--- config.mk ---
export PLATFORM = sky130hd
export DESIGN_NAME = producer_unit
export DESIGN_NICKNAME = d
export VERILOG_FILES = /design/src/rtl/producer_unit.sv
export SDC_FILE = /design/constraint.sdc
export NUM_CORES = 1
export LEC_CHECK = 0
export ABC_AREA = 1
export CORE_ASPECT_RATIO = 1.5
export CORE_MARGIN = 1.5
export CORE_UTILIZATION = 35
export DETAILED_ROUTE_END_ITERATION = 8
export GPL_ROUTABILITY_DRIVEN = 1
export PLACE_DENSITY_LB_ADDON = 0.1
export SKIP_CTS_REPAIR_TIMING = 1
export SLEW_MARGIN = 15
export SYNTH_ARGS = -nofsm -noshare
export SYNTH_HDL_FRONTEND = slang
export SYNTH_SLANG_ARGS = --single-unit
--- constraint.sdc ---
create_clock -name clock -period 2.2 [get_ports clock]
set_input_delay 0.44 -clock clock [delete_from_list [all_inputs] [get_ports clock]]
set_output_delay 0.44 -clock clock [all_outputs]
set_load 0.03 [all_outputs]
--- src/rtl/producer_unit.sv ---
// Incrementing-sequence producer feeding a first-word-fall-through FIFO.
// Stalls on a full FIFO so the consumer sees a gap-free stream.
module producer_unit #(
  parameter int WIDTH  = 4,
  parameter int DEPTH  = 4,
  parameter int PERIOD = 3
) (
  input  logic                       clock,
  input  logic                       reset,
  input  logic                       enable,
  input  logic                       out_ready,
  output logic                       out_valid,
  output logic [WIDTH-1:0]           out_data,
  output logic [$clog2(DEPTH+1)-1:0] count,
  output logic                       stall
);

  localparam int CW = $clog2(DEPTH+1);
  localparam int AW = $clog2(DEPTH);
  localparam int TW = (PERIOD > 1) ? $clog2(PERIOD) : 1;

  typedef enum logic [1:0] {
    IDLE,
    RUN,
    STALL
  } state_t;

  state_t            state_q;
  state_t            state_d;
  logic [TW-1:0]     timer_q;
  logic [TW-1:0]     timer_d;
  logic [WIDTH-1:0]  seq_q;
  logic [WIDTH-1:0]  mem [DEPTH];
  logic [AW-1:0]     rd_ptr;
  logic [AW-1:0]     wr_ptr;
  logic [CW-1:0]     count_q;
  logic              push;
  logic              pop;
  logic              space;

  assign pop       = out_valid & out_ready;
  // A same-edge pop frees the slot the push needs.
  assign space     = (count_q < CW'(DEPTH)) | pop;
  assign out_valid = (count_q != '0);
  assign out_data  = mem[rd_ptr];
  assign count     = count_q;
  assign stall     = (state_q == STALL);

  always_comb begin
    state_d = state_q;
    timer_d = timer_q;
    push    = 1'b0;
    unique case (state_q)
      IDLE: begin
        timer_d = '0;
        if (enable) state_d = RUN;
      end
      RUN: begin
        if (!enable) begin
          state_d = IDLE;
          timer_d = '0;
        end else if (timer_q != TW'(PERIOD-1)) begin
          timer_d = timer_q + TW'(1);
        end else begin
          timer_d = '0;
          if (space) push = 1'b1;
          else       state_d = STALL;
        end
      end
      STALL: begin
        timer_d = '0;
        if (space) begin
          push    = 1'b1;
          state_d = enable ? RUN : IDLE;
        end
      end
      default: begin
        state_d = IDLE;
        timer_d = '0;
      end
    endcase
  end

  always_ff @(posedge clock or posedge reset) begin
    if (reset) begin
      state_q <= IDLE;
      timer_q <= '0;
      seq_q   <= '0;
      rd_ptr  <= '0;
      wr_ptr  <= '0;
      count_q <= '0;
      mem     <= '{default: '0};
    end else begin
      state_q <= state_d;
      timer_q <= timer_d;
      if (push) begin
        mem[wr_ptr] <= seq_q;
        wr_ptr      <= wr_ptr + AW'(1);
        seq_q       <= seq_q + WIDTH'(1);
      end
      if (pop) rd_ptr <= rd_ptr + AW'(1);
      if (push && !pop)      count_q <= count_q + CW'(1);
      else if (pop && !push) count_q <= count_q - CW'(1);
    end
  end

endmodule

Word level (Yosys, flattened, before mapping)
Cells that the tools add are included.
W data, S select, Z words.
{"block": "word_totals", "wordCells": 62, "output_inout_bits": 9, "in_bits": 4, "reg_bits": 31}
{"block": "classes", "n_lt_le_gt_ge": 4, "n_bitwise": 4, "add_sub_neg": 6, "reduce_logical": 9, "eq_ne": 7, "muxes": 22}
{"operator": "$bwmux W16", "n": 1}
{"operator": "$mux W2", "n": 8}
{"operator": "$mux W4", "n": 3}
{"operator": "$bmux W4 S2", "n": 1}
{"operator": "$demux W4 S2", "n": 1}
{"operator": "$add A2 B1 Y2 const B", "n": 3}
{"operator": "$ge A3 B3 Y1 const B", "n": 2}
{"operator": "$mux W3", "n": 2}
{"operator": "$ne A3 B3 Y1 const B", "n": 2}
{"operator": "$not A2 Y3", "n": 2}
{"operator": "$pmux W2 S3", "n": 1}
{"operator": "$add A4 B1 Y4 const B", "n": 1}
{"operator": "$mux W1", "n": 4}
{"operator": "$ne A2 B2 Y1 const B", "n": 2}
{"operator": "$reduce_and A4 Y1", "n": 1}
{"operator": "$add A3 B1 Y3 const B", "n": 1}
{"operator": "$logic_and A1 B1 Y1", "n": 3}
{"operator": "$lt A3 B1 Y1 const B", "n": 1}
{"operator": "$lt A3 B3 Y1 const B", "n": 1}
{"operator": "$reduce_bool A3 Y1", "n": 1}
{"operator": "$sub A3 B1 Y3 const B", "n": 1}
{"operator": "$eq A2 B1 Y1 const B", "n": 1}
{"operator": "$eq A2 B2 Y1 const B", "n": 1}
{"operator": "$logic_not A1 Y1", "n": 2}
{"operator": "other kinds (6)", "n": 6}

Logic depth before layout (Yosys ltp)
Gate-level depths: netlist (run 1).
{"block": "logic_depth", "depth_word": 11, "ltp_mapped": 15, "ltp_nobuf": 15}

Least setup slack after synthesis (run 1)
Ideal clock, no wire load.
{"block": "synth_timing", "kind": "register -> register", "start": "reg state_q[0]", "end": "reg count_q[2], in the netlist count[2]", "n_path_buf": 0, "required_ns": 2.061, "period_less_slack_ns": 2.194, "slack_ns": 0.006, "setup_time_ns": 0.139, "arrival_time_ns": 2.055, "stages_incl_launch_ff": 14, "cell_sequence": "dfrtp_1 -> inv_1 -> ha_1 -> inv_1 -> nand2_2 -> nand2_2 -> inv_2 -> ha_1 -> inv_1 -> fa_1 -> nor2_1 -> nor2_1 -> nand2_1 -> xnor2_1"}
{"block": "synth_between", "elab_chain_len": 5, "word_cells_on_any_way": 8, "cone_classes": "eq/ne (2); mux (2); reduce/logical (4)"}
{"item": "start: declaration", "line_no": "28", "text": "state_t state_q;"}
{"item": "start signal: assignment", "line_no": "94", "text": "state_q <= state_d;"}
{"item": "$eq A2 B2 Y1 *"}
{"item": "net stall", "line_no": "15", "text": "output logic stall"}
{"item": "$pmux W1 S2 *", "line_no": "53", "text": "unique case (state_q)"}
{"item": "net push", "line_no": "37", "text": "logic push;"}
{"item": "$logic_not A1 Y1", "line_no": "103", "text": "else if (pop && !push) count_q <= count_q - CW'(1);"}
{"item": "$logic_and A1 B1 Y1", "line_no": "103"}
{"item": "$reduce_bool A2 Y1 (no source line)"}
{"item": "end signal: assignment", "line_no": "102", "text": "if (push && !pop) count_q <= count_q + CW'(1);"}
{"item": "end signal: assignment", "line_no": "103"}
{"item": "end: declaration", "line_no": "36", "text": "logic [CW-1:0] count_q;"}
Mark *: on every way through the listed nets, which the timed path passes. The rest lies on a longest branch.
A chain may end at the register's enable or synchronous reset.

Worst setup path in the final report (run 1)
{"block": "layout_timing", "start": "reg count_q[2], in the netlist count[2]", "end": "out out_valid"}
{"block": "layout_between", "elab_chain_len": 1}
{"item": "$reduce_bool A3 Y1", "line_no": "44", "text": "assign out_valid = (count_q != '0);"}
{"item": "end: declaration", "line_no": "12", "text": "output logic out_valid,"}
No other way between the ends.

==> reports/summary.log, run 1 <==
INFO  drt            drc=0
INFO  critical_path  crit_fanout=6
INFO  critical_path  startpoint_type=register
INFO  sta            final_hold_violations=0
INFO  place          routabilityCongestion=0.784
INFO  sta            report.final.setup_viol=0
INFO  place          placement.setup.worst_slack=-0.0882ns
INFO  critical_path  reg2regPathDepth=10
INFO  logic_synthesis yosys-top-cells-area=sky130_fd_sc_hd__dfrtp_1 46%, sky130_fd_sc_hd__nand2_1 15%, sky130_fd_sc_hd__ha_1 7.4%, sky130_fd_sc_hd__nand4_1 6.3%, sky130_fd_sc_hd__inv_1 3.5%
INFO  sta            finalMaxSlewViolations=0
INFO  cts            insertion_delay=0.28ns
INFO  logic_synthesis synth-seq-area-share=45.7%
INFO  place          dp_cells=284
INFO  final_layout   n_antenna_cell=0
INFO  critical_path  path_class=register to primary output
INFO  logic_synthesis combined_area_of_all_synthesized_cells=0.00170mm^2
INFO  cts            clock-root-buffer=sky130_fd_sc_hd__clkbuf_8
INFO  critical_path  cp_slowest_cell=sky130_fd_sc_hd__clkdlybuf4s50_1
INFO  min_path       worstHoldPathCells=1
INFO  sta            grt_setup_unrepaired=false
INFO  floorplanning  die_boundary_width=59.9um
INFO  sta            timing.final.crit_share=95.1%
INFO  global_routing number_of_global_route_vias_before_repair=1392
INFO  min_path       hold_class=register to register
INFO  global_routing grt_max_degree=32
INFO  final_layout   nFillCells=496
INFO  outcome        outcome=finished clean
INFO  global_routing global_route.usage.total=16.2%
INFO  critical_path  timing.critical_path.max_delay_family=buffers and inverters
INFO  critical_path  end_kind=primary output
INFO  logic_synthesis ys.warnings.count=0
INFO  drt            finalWirelength=3.63mm
INFO  critical_path  cp_num_cells=3
INFO  sta            final_critical_path_setup_slack=0.108ns
INFO  logic_synthesis synth_top_area_share=45.7%
INFO  logic_synthesis netlist_instances=203
INFO  final_layout   layout_cell_share_with_drive_strength_beyond_1=13.9%
INFO  final_layout   multi_input_comb_area=806um^2
INFO  logic_synthesis synth.ff_latch_count=31
INFO  pwr            pwr_density_cell=1350mW/mm^2
INFO  sta            achievable-frequency=478MHz
INFO  cts            cts_buffer_depth=2
INFO  floorplanning  io_pins=13
INFO  critical_path  critPathArrivalTime=1.65ns
INFO  place          place.port_buffers=12
INFO  sta            slew_at_the_pin_with_the_worst_max_slew_slack=0.418ns
INFO  logic_synthesis avgSynthCellArea=8.36um^2
INFO  pwr            vdd_ir_drop_max=0.561mV
INFO  place          post-dp-hpwl=2.63mm
INFO  cts            cts_htree_levels=2
INFO  critical_path  slowest_delay=0.68ns
INFO  critical_path  crit_required=1.76ns
INFO  drt            detail_route.wl_per_cell=12.3um
INFO  critical_path  cp_num_buf_inv=1
INFO  sta            relative_slew_margins=72.2%
INFO  drt            drt_pass1_iterations=4
INFO  cts            clock_tree_from_tritoncts=built
INFO  final_layout   seq_area=776um^2
INFO  floorplanning  floorplan.core_area=0.00458mm^2
INFO  floorplanning  dieArea=0.00529mm^2
INFO  drt            routed_via_density=4.68
INFO  sta            fin_worst_skew=0.00561ns
INFO  global_routing grt_antenna_before_repair=0
INFO  global_routing grt_first_pass_wirelength=6.40mm
INFO  drt            num_vias=1376
INFO  critical_path  cp_cell_sequence=nor2_1 -> nand2_1 -> clkdlybuf4s50_1
INFO  global_routing global_route.overflow_total=0
INFO  final_layout   finalNetCount=245
INFO  logic_synthesis postSynthNetCount=218
INFO  final_layout   area_growth_syn_to_layout=21.9%
INFO  logic_synthesis synthDominantAreaCellType=sky130_fd_sc_hd__dfrtp_1
INFO  pwr            cellLeakagePower=1.12nW
INFO  cts            tritoncts.num_buffers=5
INFO  logic_synthesis ys_types=24
INFO  drt            drt-initial-drc-count=71
INFO  flow_run       cap_violations=0
INFO  drt            postRouteAntennaNets=0
INFO  cts            clock-sinks=31
INFO  cts            cts.clk_slew.worst_paths=0.06ns
INFO  floorplanning  die_height=88.3um
INFO  sta            finalCriticalPeriod=2.09ns
INFO  floorplanning  initial_utilization=37.1%
INFO  floorplanning  num_rows=30
INFO  final_layout   fin_cells=294
cells in the final DEF, fill, tap and decap left out, types with 2 or more instances in the layout:
master	count
sky130_fd_sc_hd__nand4_1	17
sky130_fd_sc_hd__nor2_1	15
sky130_fd_sc_hd__inv_1	16
sky130_fd_sc_hd__dlymetal6s2s_1	5
sky130_fd_sc_hd__buf_4	15
sky130_fd_sc_hd__dfrtp_1	31
sky130_fd_sc_hd__nand2_2	3
sky130_fd_sc_hd__ha_1	10
sky130_fd_sc_hd__nand3_4	2
sky130_fd_sc_hd__clkbuf_8	6
sky130_fd_sc_hd__a21oi_1	2
sky130_fd_sc_hd__o21ai_0	9
sky130_fd_sc_hd__clkdlybuf4s50_1	7
sky130_fd_sc_hd__inv_2	3
sky130_fd_sc_hd__nor3_1	2
sky130_fd_sc_hd__nand2_1	67
sky130_fd_sc_hd__xor2_1	2
sky130_fd_sc_hd__o22ai_1	4
sky130_fd_sc_hd__xnor2_1	3
sky130_fd_sc_hd__nand3_1	6
logic make-up after synthesis:
logic type	Yosys count	share of synthesized area (%)
AND/OR/NAND/NOR	113	30.4
flip-flops	31	45.7
buffers and inverters	27	7.00
AO/OA/AOI/OAI	16	5.82
adder cells (fa/ha/maj)	11	8.55
XOR/XNOR	5	2.58
per-layer routing:
metal	wire length, um	vias to the layer above	GRT usage [%]
met5	0	-	0
met4	92	0	6.46
met3	125	11	4.68
met2	1880	24	27.5
met1	1530	629	19.0
li1	-	712	-
final timing paths:
| check | start | endpoint | slack [ns] |
|---|---|---|---|
| max | count[2] | out_valid | 0.11 |
| min | timer_q[0] | timer_q[0] | 0.47 |
| max reg2reg | state_q[0] | count[1] | 0.19 |
| min reg2reg | timer_q[0] | timer_q[0] | 0.47 |
| max in group asynchronous | reset | seq_q[2] | 1.34 |
| min in group asynchronous | reset | count[0] | 0.54 |
where the power goes:
group          total (mW)  switching (mW)  internal, mW
sequential          0.932           0.194         0.738
clock               0.459           0.214         0.245
combinational        1.41           0.844         0.565
state kept, by name, indices dropped and copies added (netlist names):
signal   count
timer_q      2
count        3
seq_q        4
state_q      2
wr_ptr       2
mem         16
rd_ptr       2
area by class of cell:
type / instances / area share, %
Multi-Input combinational cell: 145 / 38.9
Clock inverter: 1 / 0.242
Sequential cell: 31 / 37.5
Inverter: 20 / 3.63
Timing Repair Buffer: 27 / 11.9
Clock buffer: 6 / 3.99
Tap cell: 64 / 3.87
cell usage after synthesis:
cell type and count:
sky130_fd_sc_hd__nand3_4 2, sky130_fd_sc_hd__clkinv_1 1, sky130_fd_sc_hd__inv_2 3, sky130_fd_sc_hd__a21boi_4 1, sky130_fd_sc_hd__inv_1 16, sky130_fd_sc_hd__clkbuf_1 2, sky130_fd_sc_hd__fa_1 1, sky130_fd_sc_hd__xor2_1 2
sky130_fd_sc_hd__nand3_1 6, sky130_fd_sc_hd__a21oi_1 2, sky130_fd_sc_hd__nor2_1 15, sky130_fd_sc_hd__nand3b_1 1, sky130_fd_sc_hd__dfrtp_1 31, sky130_fd_sc_hd__o22ai_1 4, sky130_fd_sc_hd__xnor2_1 3, sky130_fd_sc_hd__nor3_1 2
sky130_fd_sc_hd__buf_6 1, sky130_fd_sc_hd__o21ai_0 9, sky130_fd_sc_hd__buf_2 2, sky130_fd_sc_hd__nand2_2 3, sky130_fd_sc_hd__nand2_1 67, sky130_fd_sc_hd__buf_4 2, sky130_fd_sc_hd__nand4_1 17, sky130_fd_sc_hd__ha_1 10
through the flow:
| stage | area [um^2] | util [%] | setup TNS, ns | hold WS, ns | total power, mW |
|---|---|---|---|---|---|
| floorplan | 1700 | - | 0 | 0.429 | 1.91 |
| global placement | 1940 | 42.5 | -0.0504 | 0.443 | 2.31 |
| detailed placement | 1940 | 42.5 | -0.0882 | 0.454 | 2.33 |
| CTS | 2030 | 44.4 | -0.0566 | 0.464 | 2.81 |
| global route | 2070 | 45.2 | 0 | 0.471 | 3.04 |
| finish | 2070 | 45.2 | 0 | 0.467 | 2.80 |
No activity file was read; power rests on OpenSTA's default activity.
==> run 2, diff against run 1 <==
--- a/config.mk
+++ b/config.mk
@@ -12,7 +12,9 @@
 export DETAILED_ROUTE_END_ITERATION = 8
 export GPL_ROUTABILITY_DRIVEN = 1
 export PLACE_DENSITY_LB_ADDON = 0.1
+export SETUP_SLACK_MARGIN = 0.15
 export SKIP_CTS_REPAIR_TIMING = 1
+export SKIP_LAST_GASP = 1
 export SLEW_MARGIN = 15
 export SYNTH_ARGS = -nofsm -noshare
 export SYNTH_HDL_FRONTEND = slang
==> run 2 against run 1 <==
The flow now finishes with violations (negative setup slack); maximum frequency shrank 6.2%; first-iteration DRC count shrank 23%; sequential cell count is the same; register-to-register slack is essentially flat; cell count is the same; worst hold slack lost 0.015 ns; sequential power grew 2.3%; die area is the same; setup slack lost 0.14 ns; power grew 7.7%; largest power group unchanged.
==> reports/summary.log, run 2 (same netlist as run 1, synthesis figures left out) <==
INFO  global_routing grt_max_degree=32
INFO  sta            timing.final.crit_share=101%
INFO  global_routing global_route.usage.total=15.9%
INFO  drt            drt_pass1_iterations=4
INFO  cts            cts_buffer_depth=2
INFO  min_path       hold_class=register to register
INFO  sta            final_hold_violations=0
INFO  critical_path  end_kind=primary output
INFO  sta            finalCriticalPeriod=2.23ns
INFO  critical_path  crit_required=1.76ns
INFO  cts            insertion_delay=0.28ns
INFO  place          routabilityCongestion=0.805
INFO  pwr            cellLeakagePower=1.11nW
INFO  floorplanning  initial_utilization=37.1%
INFO  critical_path  cp_slowest_cell=sky130_fd_sc_hd__clkdlybuf4s50_1
INFO  outcome        violations_in_the_final_reports=negative setup slack
INFO  global_routing number_of_global_route_vias_before_repair=1398
INFO  cts            clock-root-buffer=sky130_fd_sc_hd__clkbuf_8
INFO  cts            cts_htree_levels=2
INFO  outcome        outcome=finished with violations
INFO  critical_path  startpoint_type=register
INFO  final_layout   stdcell_area=0.00215mm^2
INFO  critical_path  cp_cell_sequence=buf_4 -> o21ai_0 -> o22ai_1 -> clkdlybuf4s50_1
INFO  drt            finalWirelength=3.68mm
INFO  sta            relative_slew_margins=72.3%
INFO  floorplanning  num_rows=30
INFO  floorplanning  dieArea=0.00529mm^2
INFO  global_routing global_route.overflow_total=0
INFO  critical_path  critPathArrivalTime=1.79ns
INFO  floorplanning  io_pins=13
INFO  drt            postRouteAntennaNets=0
INFO  final_layout   layout_commonest_cell=sky130_fd_sc_hd__nand2_1
INFO  cts            clock-sinks=31
INFO  critical_path  reg2reg_from=state_q[0]
INFO  final_layout   layout_cell_share_with_drive_strength_beyond_1=18.3%
INFO  final_layout   area_growth_syn_to_layout=26.7%
INFO  final_layout   n_antenna_cell=0
INFO  critical_path  path_class=register to primary output
INFO  sta            fin_worst_skew=0.00479ns
INFO  pwr            vdd_ir_drop_max=0.780mV
INFO  place          place.port_buffers=12
INFO  critical_path  crit_end=out_data[3]
INFO  cts            tritoncts.num_buffers=5
INFO  critical_path  cp-startpoint=rd_ptr[0]
INFO  sta            final_critical_path_setup_slack=-0.0292ns
INFO  sta            slew_at_the_pin_with_the_worst_max_slew_slack=0.415ns
INFO  drt            drc=0
INFO  drt            detail_route.wl_per_cell=12.5um
INFO  floorplanning  die_height=88.3um
INFO  place          post-dp-hpwl=2.65mm
INFO  drt            num_vias=1358
INFO  floorplanning  floorplan.core_area=0.00458mm^2
INFO  floorplanning  die_boundary_width=59.9um
INFO  critical_path  reg2regPathDepth=10
INFO  sta            report.final.setup_viol=1
INFO  cts            cts.clk_slew.worst_paths=0.07ns
INFO  flow_run       cap_violations=0
INFO  drt            routed_via_density=4.62
INFO  critical_path  r2r-end=count[1]
INFO  cts            clock_tree_from_tritoncts=built
INFO  critical_path  timing.reg2reg.setup_slack=0.19ns
INFO  pwr            pwr_density_cell=1400mW/mm^2
INFO  place          dpl_cell_area=0.00196mm^2
INFO  sta            hold_slack=0.452ns
INFO  drt            drt-initial-drc-count=55
INFO  final_layout   finalNetCount=244
INFO  global_routing grt_first_pass_wirelength=6.37mm
INFO  final_layout   most-common-layout-cells=67 x sky130_fd_sc_hd__nand2_1, 29 x sky130_fd_sc_hd__dfrtp_1, 17 x sky130_fd_sc_hd__nand4_1
INFO  global_routing grt_antenna_before_repair=0
INFO  critical_path  crit_fanout=9
INFO  sta            achievable-frequency=449MHz
INFO  final_layout   largest_register=mem
INFO  sta            finalMaxSlewViolations=0
INFO  sta            grt_setup_unrepaired=true
INFO  final_layout   largest_reg_flops=16
INFO  critical_path  slowest_delay=0.69ns
run 2: power by group:
group	leakage (nW)	total [mW]	internal, mW	switching (mW)
Clock	0.0612	0.580	0.366	0.214
Combinational	0.643	1.48	0.603	0.881
Sequential	0.408	0.953	0.741	0.212
run 2: worst max-delay path: cells and delay by family, from the launching register on:
kind            cells  cell delay, ns
compound gates      2            0.26
buf+inv             2            0.87
flops               1            0.39
run 2: area by class of cell:
cell class / instances / area, um^2
Clock buffer: 6 / 82.6
Clock inverter: 2 / 35.0
Fill cell: 466 / 2430
Inverter: 20 / 81.3
Multi-Input combinational cell: 145 / 856
Sequential cell: 31 / 778
Tap cell: 64 / 80.1
Timing Repair Buffer: 26 / 238
run 2: worst min-delay path by stage:
stage	start	end	slack (ns)	depth (start not counted)
after floorplan	timer_q[0]	timer_q[0]	0.43	1
after global placement	timer_q[0]	timer_q[0]	0.44	1
after detailed placement	timer_q[0]	timer_q[0]	0.45	1
after CTS	timer_q[0]	timer_q[0]	0.46	1
after global routing	timer_q[0]	timer_q[0]	0.48	1
final	timer_q[0]	timer_q[0]	0.45	1
run 2: per-layer routing:
layer	share of wire (%)	routed length (um)	track usage, %	vias to the layer above
met5	0	0	0	-
met2	55	2040	29.2	12
li1	-	-	-	711
met1	42	1540	18.0	631
met3	1.7	64	3.22	4
met4	0.98	36	4.85	0
run 2: stage by stage:
step,worst slack (ns),utilization [%],instances,TNS (ns),power (mW)
2_1_floorplan,0.153,-,203,0,1.94
3_3_place_gp,-0.00844,42.8,284,-0.00897,2.33
3_5_place_dp,-0.0665,42.8,284,-0.126,2.37
4_1_cts,-0.0617,45.4,292,-0.176,2.96
5_1_grt,-0.0921,47.0,294,-0.0921,3.25
6_report,-0.0292,47.0,294,-0.0292,3.02
==> run 3, diff against run 2 <==
==> constraint.sdc (replaced) <==
create_clock -name clock -period 2.2 [get_ports clock]
set_input_delay 0.44 -clock clock [delete_from_list [all_inputs] [get_ports clock]]
set_output_delay 0.44 -clock clock [all_outputs]
set_load 0.02 [all_outputs]
==> run 3 against run 2 <==
The run now ends clean; sequential power decreased by 0.6%; non-clock buffer count increased by 2; combinational power decreased by 5%; setup slack improved by 0.064 ns; global-route usage decreased by 0.36 points; power decreased by 7.9%; cell count increased by 0.68%; critical path depth unchanged; critical path type unchanged.
==> reports/summary.log, run 3 (same netlist as run 1, synthesis figures left out) <==
INFO  critical_path  slowest_delay=0.63ns
INFO  sta            fin_worst_skew=0.00366ns
INFO  critical_path  critPathArrivalTime=1.73ns
INFO  floorplanning  die_boundary_width=59.9um
INFO  drt            num_vias=1382
INFO  place          dpl_cell_area=0.00195mm^2
INFO  sta            timing.final.crit_share=98.4%
INFO  sta            final_critical_path_setup_slack=0.0346ns
INFO  min_path       hold_class=register to register
INFO  pwr            cellInternalPower=1.57mW
INFO  final_layout   seq_area=777um^2
INFO  final_layout   largest_reg_flops=16
INFO  place          place.port_buffers=12
INFO  global_routing grt_max_degree=32
INFO  final_layout   stdcell_area=0.00210mm^2
INFO  floorplanning  floorplan.core_area=0.00458mm^2
INFO  global_routing number_of_global_route_vias_before_repair=1388
INFO  sta            finalCriticalPeriod=2.17ns
INFO  cts            insertion_delay=0.27ns
INFO  global_routing grt_first_pass_wirelength=6.16mm
INFO  global_routing grt_antenna_before_repair=0
INFO  critical_path  startpoint_type=register
INFO  pwr            power_frac_clock=15.1%
INFO  critical_path  cp-startpoint=rd_ptr[0]
INFO  critical_path  cp_cell_sequence=buf_4 -> o21ai_0 -> o22ai_1 -> clkdlybuf4s50_1
INFO  sta            grt_setup_unrepaired=true
INFO  final_layout   layout_commonest_cell=sky130_fd_sc_hd__nand2_1
INFO  drt            postRouteAntennaNets=0
INFO  outcome        outcome=finished clean
INFO  drt            drt-initial-drc-count=85
INFO  cts            cts_htree_levels=2
INFO  cts            clock_tree_from_tritoncts=built
INFO  final_layout   area_growth_syn_to_layout=23.7%
INFO  critical_path  end_kind=primary output
INFO  global_routing global_route.usage.total=15.6%
INFO  place          placement.setup.worst_slack=-0.0755ns
INFO  sta            achievable-frequency=462MHz
INFO  final_layout   multi_input_comb_area=833um^2
INFO  drt            detail_route.wl_per_cell=12.4um
INFO  pwr            power.combinational.fraction=50.8%
INFO  drt            finalWirelength=3.68mm
INFO  final_layout   most-common-layout-cells=67 x sky130_fd_sc_hd__nand2_1, 30 x sky130_fd_sc_hd__dfrtp_1, 17 x sky130_fd_sc_hd__nand4_1
INFO  sta            relative_slew_margins=72.6%
INFO  sta            finalMaxSlewViolations=0
INFO  global_routing global_route.overflow_total=0
INFO  sta            report.final.setup_viol=0
INFO  cts            clock-sinks=31
INFO  pwr            power.net_switching=1.21mW
INFO  critical_path  crit_fanout=9
INFO  floorplanning  dieArea=0.00529mm^2
INFO  sta            slew_at_the_pin_with_the_worst_max_slew_slack=0.411ns
INFO  pwr            switching_fraction=43.4%
INFO  final_layout   largest_register=mem
INFO  final_layout   layout_cell_share_with_drive_strength_beyond_1=17.2%
INFO  critical_path  cp_num_buf_inv=2
INFO  min_path       holdCritStartpoint=timer_q[0]
INFO  drt            drt_pass1_iterations=4
INFO  sta            final_hold_violations=0
INFO  final_layout   n_antenna_cell=0
INFO  critical_path  timing.critical_path.max_delay_family=buffers and inverters
INFO  pwr            pwr_density_cell=1320mW/mm^2
INFO  cts            cts.clk_slew.worst_paths=0.06ns
INFO  final_layout   nFillCells=477
INFO  floorplanning  die_height=88.3um
INFO  floorplanning  initial_utilization=37.1%
INFO  final_layout   finalNetCount=246
INFO  pwr            vdd_ir_drop_max=0.764mV
INFO  drt            routed_via_density=4.67
INFO  pwr            share_seq_of_total_power=34.1%
INFO  critical_path  reg2reg_from=state_q[0]
INFO  critical_path  cp_slowest_cell=sky130_fd_sc_hd__clkdlybuf4s50_1
INFO  cts            tritoncts.num_buffers=5
INFO  place          routabilityCongestion=0.791
INFO  floorplanning  io_pins=13
INFO  cts            cts_buffer_depth=2
INFO  critical_path  crit_required=1.76ns
INFO  pwr            cellLeakagePower=1.10nW
INFO  critical_path  path_class=register to primary output
INFO  drt            drc=0
INFO  floorplanning  num_rows=30
INFO  place          post-dp-hpwl=2.69mm
INFO  cts            clock-root-buffer=sky130_fd_sc_hd__clkbuf_8
INFO  flow_run       cap_violations=0
## run 3: final timing paths
path	end	slack, ns	depth (start not counted)
max in group asynchronous	count[2]	1.33	3
worst max register to register	count[2]	0.21	12
worst max-delay path	out_data[0]	0.03	4
worst min-delay path	timer_q[0]	0.47	1
worst min register to register	timer_q[0]	0.47	1
min in group asynchronous	count[1]	0.55	3
## run 3: area by class of cell
cell class,count,share of cell area [%]
clock buffers,7,3.63
clock inverters,1,0.238
inverters,20,3.75
multi-input cells,145,39.7
flip-flops and latches,31,37.0
well taps,64,3.81
repair buffers,28,11.9
## run 3: through the flow
| stage | total power [mW] | util, % | std cells | TNS, ns | hold slack, ns |
|---|---|---|---|---|---|
| after floorplan | 1.85 | - | 203 | 0 | 0.429 |
| after global placement | 2.25 | 42.6 | 284 | -0.0151 | 0.441 |
| after detailed placement | 2.29 | 42.6 | 284 | -0.132 | 0.459 |
| after CTS | 2.73 | 44.3 | 292 | 0 | 0.468 |
| after global routing | 3.01 | 45.9 | 296 | -0.0438 | 0.485 |
| final | 2.78 | 45.9 | 296 | 0 | 0.469 |
## run 3: power groups by stage
stage	sequential (mW)	clock [mW]	combinational, mW
3_3_place_gp	0.946	0	1.30
4_1_cts	0.944	0.440	1.34
5_1_grt	0.971	0.462	1.58
3_5_place_dp	0.954	0	1.34
2_1_floorplan	0.900	0	0.947
6_report	0.947	0.419	1.41
## run 3: metal layers
metal / up-vias / global-route usage (%) / wire, um / part of all wire (%)
met1: 639 / 17.5 / 1540 / 42
met2: 25 / 27.6 / 2020 / 55
met4: 0 / 7.07 / 30 / 0.81
met3: 2 / 3.07 / 93 / 2.5
met5: - / 0 / 0 / 0
li1: 716 / - / - / -
